--- config.mk ---
export PLATFORM = sky130hd
export DESIGN_NAME = wb_daq_fifo_flat
export DESIGN_NICKNAME = d
export VERILOG_FILES = /design/src/rtl/wb_daq_pkg.sv /design/src/rtl/wb_daq_fifo_if.sv /design/src/rtl/wb_daq_fifo_ram.sv /design/src/rtl/wb_daq_fifo.sv /design/src/flat_wrapper.sv
export SDC_FILE = /design/constraint.sdc
export NUM_CORES = 1
export LEC_CHECK = 0
export CAP_MARGIN = 5
export CORE_ASPECT_RATIO = 0.8
export CORE_MARGIN = 1.5
export CORE_UTILIZATION = 28
export CTS_BUF_LIST = sky130_fd_sc_hd__clkbuf_16
export DETAILED_ROUTE_END_ITERATION = 16
export GPL_TIMING_DRIVEN = 0
export PLACE_DENSITY_LB_ADDON = 0.05
export SETUP_SLACK_MARGIN = 0.2
export SLEW_MARGIN = 10
export SYNTH_ARGS = -nofsm -noshare
export SYNTH_HDL_FRONTEND = slang
export SYNTH_HIERARCHICAL = 1
export SYNTH_SLANG_ARGS = --single-unit
--- constraint.sdc ---
create_clock -name wb_clk -period 4.97 [get_ports wb_clk]
set_clock_uncertainty 0.1 [all_clocks]
set_input_delay 0.7455 -clock wb_clk [delete_from_list [all_inputs] [get_ports wb_clk]]
set_output_delay 0.7455 -clock wb_clk [all_outputs]
set_load 0.01 [all_outputs]
--- src/rtl/wb_daq_pkg.sv ---
// wb_daq_pkg: shared constants for the DAQ sample FIFO.
//   DAQ_DW      - sample word width in bits
//   DAQ_FIFO_AW - FIFO address width (depth = 2**DAQ_FIFO_AW)
//   DAQ_FIFO_LW - width of the level counter (one more bit than the pointers,
//                 so it can represent a completely full FIFO)
package wb_daq_pkg;

    localparam int unsigned DAQ_DW      = 32;
    localparam int unsigned DAQ_FIFO_AW = 4;
    localparam int unsigned DAQ_FIFO_LW = DAQ_FIFO_AW + 1;

endpackage

--- src/rtl/wb_daq_fifo_if.sv ---
// wb_daq_fifo_if: bundle between the FIFO and its writer/reader.
//   master modport: the aggregation stage / Wishbone read path side
//     (drives flush, wr_en, data_in, rd_en and, with the watermark option,
//     wm_level; observes everything else)
//   slave modport:  the FIFO itself
// Optional feature macro: DAQ_FIFO_WATERMARK_EN adds wm_level and watermark.
interface wb_daq_fifo_if
    import wb_daq_pkg::*;
#(
    parameter int unsigned DW = DAQ_DW,
    parameter int unsigned AW = DAQ_FIFO_AW
) ();

    logic          flush;
    logic          wr_en;
    logic [DW-1:0] data_in;
    logic          rd_en;
    logic [DW-1:0] data_out;
    logic          data_valid;
    logic          full;
    logic          empty;
    logic [AW:0]   level;
    logic          overflow;
`ifdef DAQ_FIFO_WATERMARK_EN
    logic [AW:0]   wm_level;
    logic          watermark;

    modport master (
        output flush, wr_en, data_in, rd_en, wm_level,
        input  data_out, data_valid, full, empty, level, overflow, watermark
    );

    modport slave (
        input  flush, wr_en, data_in, rd_en, wm_level,
        output data_out, data_valid, full, empty, level, overflow, watermark
    );
`else
    modport master (
        output flush, wr_en, data_in, rd_en,
        input  data_out, data_valid, full, empty, level, overflow
    );

    modport slave (
        input  flush, wr_en, data_in, rd_en,
        output data_out, data_valid, full, empty, level, overflow
    );
`endif

endinterface

--- src/rtl/wb_daq_fifo_ram.sv ---
// wb_daq_fifo_ram: simple dual-port storage, DEPTH x DW, no reset.
//   clk    - write and read clock
//   we     - write enable; wdata stored at waddr
//   re     - read enable; mem[raddr] registered into rdata, else rdata holds
// A read and a write to the same address in one cycle return the old word.
module wb_daq_fifo_ram #(
    parameter int unsigned DW = 32,
    parameter int unsigned AW = 4
) (
    input  logic          clk,
    input  logic          we,
    input  logic [AW-1:0] waddr,
    input  logic [DW-1:0] wdata,
    input  logic          re,
    input  logic [AW-1:0] raddr,
    output logic [DW-1:0] rdata
);

    logic [DW-1:0] mem [2**AW];

    always_ff @(posedge clk) begin
        if (we) begin
            mem[waddr] <= wdata;
        end
    end

    always_ff @(posedge clk) begin
        if (re) begin
            rdata <= mem[raddr];
        end
    end

endmodule

--- src/rtl/wb_daq_fifo.sv ---
// wb_daq_fifo: synchronous FIFO buffering packed DAQ sample words for the host.
//   wb_clk - clock, rising edge
//   wb_rst - asynchronous active-high reset
//   bus    - wb_daq_fifo_if.slave: flush, wr_en/data_in (push), rd_en (pop),
//            data_out/data_valid (registered pop result, 1 clk latency),
//            full, empty, level, sticky overflow
// Optional feature macro: DAQ_FIFO_WATERMARK_EN adds a registered watermark
// output, set while level >= wm_level (wm_level of 0 disables it).
module wb_daq_fifo
    import wb_daq_pkg::*;
#(
    parameter int unsigned DW = DAQ_DW,
    parameter int unsigned AW = DAQ_FIFO_AW
) (
    input logic           wb_clk,
    input logic           wb_rst,
    wb_daq_fifo_if.slave  bus
);

    localparam int unsigned LW       = AW + 1;
    localparam int unsigned Depth    = 1 << AW;
    localparam logic [LW-1:0] DepthLvl = LW'(Depth);

    logic [AW-1:0] wr_ptr_q, wr_ptr_d;
    logic [AW-1:0] rd_ptr_q, rd_ptr_d;
    logic [LW-1:0] level_q, level_d;
    logic          overflow_q, overflow_d;
    logic          valid_q, valid_d;
    // Set by the first pop after reset; until then data_out reads as zero
    // because the RAM read register itself has no reset.
    logic          loaded_q, loaded_d;
    logic          full, empty, push, pop;
    logic [DW-1:0] ram_rdata;

    assign full  = (level_q == DepthLvl);
    assign empty = (level_q == '0);
    // At full a simultaneous pop frees the slot, so the push is still taken.
    assign push  = bus.wr_en & (~full | bus.rd_en) & ~bus.flush;
    assign pop   = bus.rd_en & ~empty & ~bus.flush;

    always_comb begin
        wr_ptr_d   = wr_ptr_q;
        rd_ptr_d   = rd_ptr_q;
        level_d    = level_q;
        overflow_d = overflow_q;
        valid_d    = 1'b0;
        loaded_d   = loaded_q;
        if (bus.flush) begin
            wr_ptr_d   = '0;
            rd_ptr_d   = '0;
            level_d    = '0;
            overflow_d = 1'b0;
        end else begin
            if (push) begin
                wr_ptr_d = wr_ptr_q + AW'(1);
            end
            if (pop) begin
                rd_ptr_d = rd_ptr_q + AW'(1);
                valid_d  = 1'b1;
                loaded_d = 1'b1;
            end
            unique case ({push, pop})
                2'b10:   level_d = level_q + LW'(1);
                2'b01:   level_d = level_q - LW'(1);
                default: level_d = level_q;
            endcase
            if (bus.wr_en && full && !bus.rd_en) begin
                overflow_d = 1'b1;
            end
        end
    end

    always_ff @(posedge wb_clk or posedge wb_rst) begin
        if (wb_rst) begin
            wr_ptr_q   <= '0;
            rd_ptr_q   <= '0;
            level_q    <= '0;
            overflow_q <= 1'b0;
            valid_q    <= 1'b0;
            loaded_q   <= 1'b0;
        end else begin
            wr_ptr_q   <= wr_ptr_d;
            rd_ptr_q   <= rd_ptr_d;
            level_q    <= level_d;
            overflow_q <= overflow_d;
            valid_q    <= valid_d;
            loaded_q   <= loaded_d;
        end
    end

    wb_daq_fifo_ram #(
        .DW (DW),
        .AW (AW)
    ) u_ram (
        .clk   (wb_clk),
        .we    (push),
        .waddr (wr_ptr_q),
        .wdata (bus.data_in),
        .re    (pop),
        .raddr (rd_ptr_q),
        .rdata (ram_rdata)
    );

    assign bus.data_out   = loaded_q ? ram_rdata : '0;
    assign bus.data_valid = valid_q;
    assign bus.full       = full;
    assign bus.empty      = empty;
    assign bus.level      = level_q;
    assign bus.overflow   = overflow_q;

`ifdef DAQ_FIFO_WATERMARK_EN
    logic watermark_q, watermark_d;

    // Judged on the post-update level so it tracks level without extra lag.
    always_comb begin
        watermark_d = (level_d >= bus.wm_level) && (bus.wm_level != '0);
    end

    always_ff @(posedge wb_clk or posedge wb_rst) begin
        if (wb_rst) begin
            watermark_q <= 1'b0;
        end else begin
            watermark_q <= watermark_d;
        end
    end

    assign bus.watermark = watermark_q;
`endif

endmodule

--- src/flat_wrapper.sv ---
// flat-port wrapper written by rule: the top's interface ports become plain ports
module wb_daq_fifo_flat import wb_daq_pkg::*;
#(
    parameter int unsigned DW = DAQ_DW,
    parameter int unsigned AW = DAQ_FIFO_AW
)
  (wb_clk, wb_rst, bus_flush, bus_wr_en, bus_data_in, bus_rd_en, bus_data_out, bus_data_valid, bus_full, bus_empty, bus_level, bus_overflow);
  wb_daq_fifo_if #(.DW(DW), .AW(AW)) bus_i ();
  input logic wb_clk;
  input logic wb_rst;
  input wire logic [$bits(bus_i.flush)-1:0] bus_flush;
  input wire logic [$bits(bus_i.wr_en)-1:0] bus_wr_en;
  input wire logic [$bits(bus_i.data_in)-1:0] bus_data_in;
  input wire logic [$bits(bus_i.rd_en)-1:0] bus_rd_en;
  output wire logic [$bits(bus_i.data_out)-1:0] bus_data_out;
  output wire logic [$bits(bus_i.data_valid)-1:0] bus_data_valid;
  output wire logic [$bits(bus_i.full)-1:0] bus_full;
  output wire logic [$bits(bus_i.empty)-1:0] bus_empty;
  output wire logic [$bits(bus_i.level)-1:0] bus_level;
  output wire logic [$bits(bus_i.overflow)-1:0] bus_overflow;
  assign bus_i.flush = bus_flush;
  assign bus_i.wr_en = bus_wr_en;
  assign bus_i.data_in = bus_data_in;
  assign bus_i.rd_en = bus_rd_en;
  assign bus_data_out = bus_i.data_out;
  assign bus_data_valid = bus_i.data_valid;
  assign bus_full = bus_i.full;
  assign bus_empty = bus_i.empty;
  assign bus_level = bus_i.level;
  assign bus_overflow = bus_i.overflow;
  wb_daq_fifo #(.DW(DW), .AW(AW)) u_core (.wb_clk(wb_clk), .wb_rst(wb_rst), .bus(bus_i));
endmodule
==> results.cfg, run 1 <==
[worst_setup_path]
cp_slowest_cell = nor3_2
critPathKind = primary input to flop
regToRegSetupSlack_ns = 1.59
path_common_cell = buf_4
critical_path.max_fanout = 10
start_kind = primary input
endpoint_kind = flop
crit_chain = clkdlybuf4s50_1, clkbuf_1, o31ai_4, nor2_1, nand3b_1, nor3_2, buf_4, buf_4, buf_4
cpPeakStageDelay_ns = 0.76
arrival_ns = 3.89
cp.required_ns = 5.17

[synth]
muxShareOfSynthArea_pct = 13.7
yosysTopAreaCell = edfxtp_1
async_flop_share_pct = 2.86
synth_compound_area_share_pct = 3.07
ys.flop_type = edfxtp_1
synthSimpleGateAreaFrac_pct = 3.11
synth_xor_area_share_pct = 0.205
synthTopCellsByArea = edfxtp_1 (76%), mux4_2 (13%), a22oi_1 (2.2%)
yosys_warnings = 6
synth_cell_types = 50
synth_top_area_share_pct = 76.3
synth-seq-cells = 560
ys_top_cells_by_count = edfxtp_1 (544), mux4_2 (128), a22oi_1 (64)
synth_edf_count = 544
synth_area_per_cell_sq_um = 21.9
synth_top_family_by_area = multiplexers
netlist_area_sq_um = 21400
synth_nets = 1020
yosys.area_share.adder_pct = 0.386
yosysMostFrequentCell = edfxtp_1
syn_inst = 977
ys_seq_area_share_pct = 78.2

[timing]
hold_viol_final = 0
fin_ws_ns = 1.29
rsz0062_at_grt = no
min_period_over_period_pct = 74.1
final_max_slew_viol_count = 0
slew_headroom_pct = 27.6
setup_viol = 0
tightest_slew_ns = 1.09
min_period_ns = 3.68
finalSetupTns_ns = 0
max_freq_mhz = 271
holdWs_ns = 0.430

[floorplan]
dieArea_sq_um = 78100
fp.dieH_microns = 250
die_w_microns = 312
start_util_pct = 28.3
num_rows = 90
coreArea_sq_um = 75600
num_io_pins = 78

[hold_path]
hold_path_class = flop to flop

[cells_and_area]
nFillCells = 7010
fin_nets = 1200
diodes = 0
finalNonFillerCells = 2215
syn_to_final_growth_pct = 21.7
drive_gt1_share_pct = 23.9

[route]
route.detailed.drc = 0
first_pass_iters = 4
vias = 10310
wl_mm = 57.2
vias_per_cell = 4.65
drtIter0Drc = 671
ant_nets = 0
wire_per_inst_microns = 25.8

[run]
drv_cap = 0

[clock_tree]
clk-insertion-delay-late_ns = 0.61
cts_resized = 0
post_cts_buffers = 0
cts_tree = done
cts_buffers = 60
clkSinkCount = 560
clockBufferDepth = 3
clk_pin_slew_worst_paths_ns = 0.06
cts-hold-fix-buffers = 0
htreeDepth = 2
root_buffer = clkbuf_16

[pwr]
ir_drop_uv = 225
p_per_area_nw_per_um2 = 457
p_leak_nw = 8.09

[placed_design]
dp_cells = 2107
dp.final_hpwl_mm = 36.9
dp_slack_ns = 0.677
gp_congestion = 0.703
place.port_buffers = 75

[global_route]
grt_pass1_vias = 10802
grt.overflow.total = 0
grt_max_degree = 20
antenna_found_initial = 0
track_usage_pct = 14.8
grt_pass1_wl_mm = 82.2

[run_status]
status = completed
path summary, 6_finish.rpt:
| kind | start | endpoint | cells after the start |
|---|---|---|---|
| max | bus_wr_en | u_core/u_ram/mem[4][17] | 9 |
| min | u_core/bus.overflow | u_core/bus.overflow | 2 |
| min in group asynchronous | wb_rst | u_core/wr_ptr_q[1] | 2 |
| min reg2reg | u_core/bus.overflow | u_core/bus.overflow | 2 |
| max in group asynchronous | wb_rst | u_core/rd_ptr_q[0] | 2 |
| max reg2reg | u_core/bus.level[4] | u_core/u_ram/mem[4][17] | 9 |
area by class of cell:
cell class	count	area [sq um]	area share (%)
sequential	560	16700	64.3
multi-input combinational	357	4490	17.2
clock buffer	61	1530	5.86
timing repair buffer	118	1450	5.58
tap	1012	1270	4.86
clock inverter	47	273	1.05
buffer	52	267	1.02
inverter	8	30.0	0.115
layout by cell type, fill, tap and decap left out, types with 9 or more instances in the layout:
cell type,count
dfrtp_1,16
clkinv_1,21
buf_6,13
and2_1,33
a22oi_1,64
inv_1,24
nand2_1,34
clkbuf_1,23
nor2_1,15
buf_12,14
buf_1,9
nor2_4,13
buf_4,21
edfxtp_1,544
clkbuf_16,61
clkdlybuf4s50_1,75
mux4_2,128
routing by layer:
metal / share of wire [%] / vias up / GRT usage [%]
li1: - / 4459 / -
met1: 48 / 5616 / 20.9
met2: 48 / 166 / 23.8
met3: 3.1 / 69 / 2.42
met4: 1.7 / 0 / 3.50
met5: 0 / - / 0
power breakdown:
| part | leakage, nW | internal [W] | total (W) | switching, W |
|---|---|---|---|---|
| clock network | 0.933 | 0.00235 | 0.00414 | 0.00179 |
| registers | 5.12 | 0.00535 | 0.00541 | 0.0000637 |
| logic | 2.04 | 0.00115 | 0.00236 | 0.00121 |
kinds of logic (layout without fill, tap and decap cells):
| logic type | count (synthesis) | after routing |
|---|---|---|
| flops | 560 | 560 |
| compound gates | 84 | 84 |
| xor+xnor | 5 | 5 |
| fa+ha+maj | 6 | 6 |
| simple gates | 130 | 130 |
| mux | 132 | 132 |
| buf+inv | 60 | 286 |
worst max-delay path, delay by kind of cell:
| kind | cells | cell delay (ns) |
|---|---|---|
| and+or+nand+nor | 3 | 1.34 |
| buffers and inverters | 5 | 1.60 |
| AOI/OAI and AO/OA | 1 | 0.19 |
through the flow:
stage	area (sq um)	total power (W)	util, %
floorplan	21400	0.00706	-
global placement	23400	0.00792	31.0
detailed placement	24200	0.00795	32.1
CTS	26000	0.0122	34.5
global route	26000	0.0124	34.5
finish	26000	0.0119	34.5
flip-flops by register name, summed over array words and instances, names as in the netlist:
signal                 count
u_core/bus.data_valid      1
u_core/bus.level           5
u_core/bus.overflow        1
u_core/loaded_q            1
u_core/rd_ptr_q            4
u_core/u_ram/mem         512
u_core/u_ram/rdata        32
u_core/wr_ptr_q            4
No activity file was read; power rests on OpenSTA's default activity.
==> run 2: changes to the inputs <==
==> constraint.sdc (replaced) <==
create_clock -name wb_clk -period 3.8 [get_ports wb_clk]
set_clock_uncertainty 0.1 [all_clocks]
set_input_delay 0.57 -clock wb_clk [delete_from_list [all_inputs] [get_ports wb_clk]]
set_output_delay 0.57 -clock wb_clk [all_outputs]
set_load 0.01 [all_outputs]
==> run 2 against run 1 <==
Critical path type unchanged. Worst hold slack lost 0.14 ns. Non-clock buffer count down 10. Design area increased by 0.13%. Routed wire length increased by 1.7%. Highest routed layer is now met5. Sequential share of layout area down 0.086 points. Setup slack worse by 0.84 ns. Sequential power rose by 31%. First-iteration DRC count up 12%.
==> results.cfg, run 2 (same netlist as run 1, synthesis figures left out) <==
[cells_and_area]
finalNonFillerCells = 2206
drive_gt1_share_pct = 24.0
final_util_pct = 34.5
most-common-layout-cells = edfxtp_1 (544), mux4_2 (128), clkdlybuf4s50_1 (75), a22oi_1 (64), clkbuf_16 (61)
top_register = u_core/u_ram/mem
largest_register_ffs = 512
fin_nets = 1189
diodes = 0
final_common_cell = edfxtp_1
syn_to_final_growth_pct = 21.8

[route]
wl_mm = 58.2
route.detailed.drc = 0
wire_per_inst_microns = 26.4
ant_nets = 0
first_pass_iters = 4
vias_per_cell = 4.67
vias = 10307
drtIter0Drc = 751

[floorplan]
coreArea_sq_um = 75600
fp.dieH_microns = 250
num_rows = 90
die_w_microns = 312
start_util_pct = 28.3
num_io_pins = 78
dieArea_sq_um = 78100

[worst_setup_path]
cp.required_ns = 4.01
reg2reg_depth = 8
critPathKind = primary input to flop
start_kind = primary input
endpoint_kind = flop
arrival_ns = 3.56
critical_path.max_fanout = 11

[clock_tree]
root_buffer = clkbuf_16
post_cts_buffers = 0
clockBufferDepth = 3
cts-hold-fix-buffers = 0
clkSinkCount = 560
clk-insertion-delay-late_ns = 0.61
htreeDepth = 2
clk_pin_slew_worst_paths_ns = 0.06
cts_tree = done
cts_buffers = 59

[timing]
holdWs_ns = 0.295
tightest_slew_ns = 1.17
final_max_slew_viol_count = 0
min_period_over_period_pct = 88.2
rsz0062_at_grt = no
finalSetupTns_ns = 0
min_period_ns = 3.35
slew_headroom_pct = 21.8
max_freq_mhz = 298
setup_viol = 0
hold_viol_final = 0

[pwr]
seqPwrFrac_pct = 45.6
combinationalPowerShare_pct = 19.9
p_per_area_nw_per_um2 = 596
power.share.clock_pct = 34.5
ir_drop_uv = 309
switching_share_pct = 25.9
power_switching_w = 0.00403
p_leak_nw = 8.03
internal_power_w = 0.0115

[placed_design]
dp.final_hpwl_mm = 36.7
place.port_buffers = 75
gp_congestion = 0.682
dp_cells = 2097

[hold_path]
hold_path_class = primary input to asynchronous set/reset pin

[run]
drv_cap = 0

[global_route]
grt_pass1_vias = 10867
grt_most_used_layer = met2
grt_max_degree = 19
track_usage_pct = 15.0
use_met2_pct = 23.9
grt.overflow.total = 0
grt_util_met3_pct = 2.67
grtUsageMet1_pct = 21.1
antenna_found_initial = 1
grt_pass1_wl_mm = 82.5

[run_status]
status = completed
run 2: changes by cell type in the layout (fill, tap and decap cells not counted), sizes merged:
cell / delta
buf: -10
bufinv: -1
clkinv: +13
inv: -11
run 2: final cells by class:
class | instances | area, sq um
Clock inverter | 48 | 258
Multi-Input combinational cell | 357 | 4520
Sequential cell | 560 | 16700
Inverter | 8 | 30.0
Buffer | 52 | 268
Clock buffer | 61 | 1530
Tap cell | 1012 | 1270
Fill cell | 7044 | 49500
Timing Repair Buffer | 108 | 1480
run 2: worst paths after layout:
path                                                  to                 from  slack (ns)
worst max-delay path            u_core/u_ram/mem[12][13]            bus_wr_en        0.45
worst max register to register  u_core/u_ram/mem[12][13]  u_core/bus.level[4]        0.58
worst min-delay path                 u_core/bus.level[3]               wb_rst        0.29
max in group asynchronous             u_core/rd_ptr_q[3]               wb_rst        2.83
worst min register to register       u_core/bus.overflow  u_core/bus.overflow        0.42
min in group wb_clk                   u_core/rd_ptr_q[2]            bus_rd_en        0.36
run 2: critical path: stages:
cell and delay [ns]:
clkdlybuf4s50_1 0.47, clkbuf_1 0.44, o31ai_4 0.21, nor2_1 0.27, nand3_1 0.39, nor3_4 0.77
buf_16 0.24, buf_16 0.16
run 2: through the flow:
step / cell area [sq um] / setup WS, ns / power [W]
after floorplan: 21400 / 0.163 / 0.00924
after global placement: 23400 / -2.73 / 0.0104
after detailed placement: 24300 / -0.207 / 0.0104
after CTS: 26100 / 0.318 / 0.0158
after global routing: 26100 / 0.310 / 0.0162
final: 26100 / 0.449 / 0.0155
run 2: repair_timing:
action / 4_1_cts / 5_1_grt
resized for setup: 1 / 0
setup endpoints to repair: 6 / 0
hold endpoints to repair: 0 / 0
run 2: power by group through the flow:
stage	sequential [W]	clock [W]	combinational, W
3_5_place_dp	0.00721	0	0.00320
2_1_floorplan	0.00719	0	0.00205
4_1_cts	0.00708	0.00556	0.00321
3_3_place_gp	0.00722	0	0.00314
5_1_grt	0.00710	0.00577	0.00336
6_report	0.00708	0.00537	0.00310
run 2: metal layers:
layer | up-vias | wire (microns)
met4 | 2 | 1240
li1 | 4443 | -
met5 | - | 13
met3 | 82 | 2370
met2 | 199 | 27400
met1 | 5581 | 27100
==> run 3: changes to the inputs <==
--- a/config.mk
+++ b/config.mk
@@ -13,7 +13,7 @@
 export DETAILED_ROUTE_END_ITERATION = 16
 export GPL_TIMING_DRIVEN = 0
 export PLACE_DENSITY_LB_ADDON = 0.05
-export SETUP_SLACK_MARGIN = 0.2
+export SETUP_SLACK_MARGIN = 0.1
 export SLEW_MARGIN = 10
 export SYNTH_ARGS = -nofsm -noshare
 export SYNTH_HDL_FRONTEND = slang
==> results of run 3 <==
The final DEF is identical to that of run 2; final timing and power are the same.
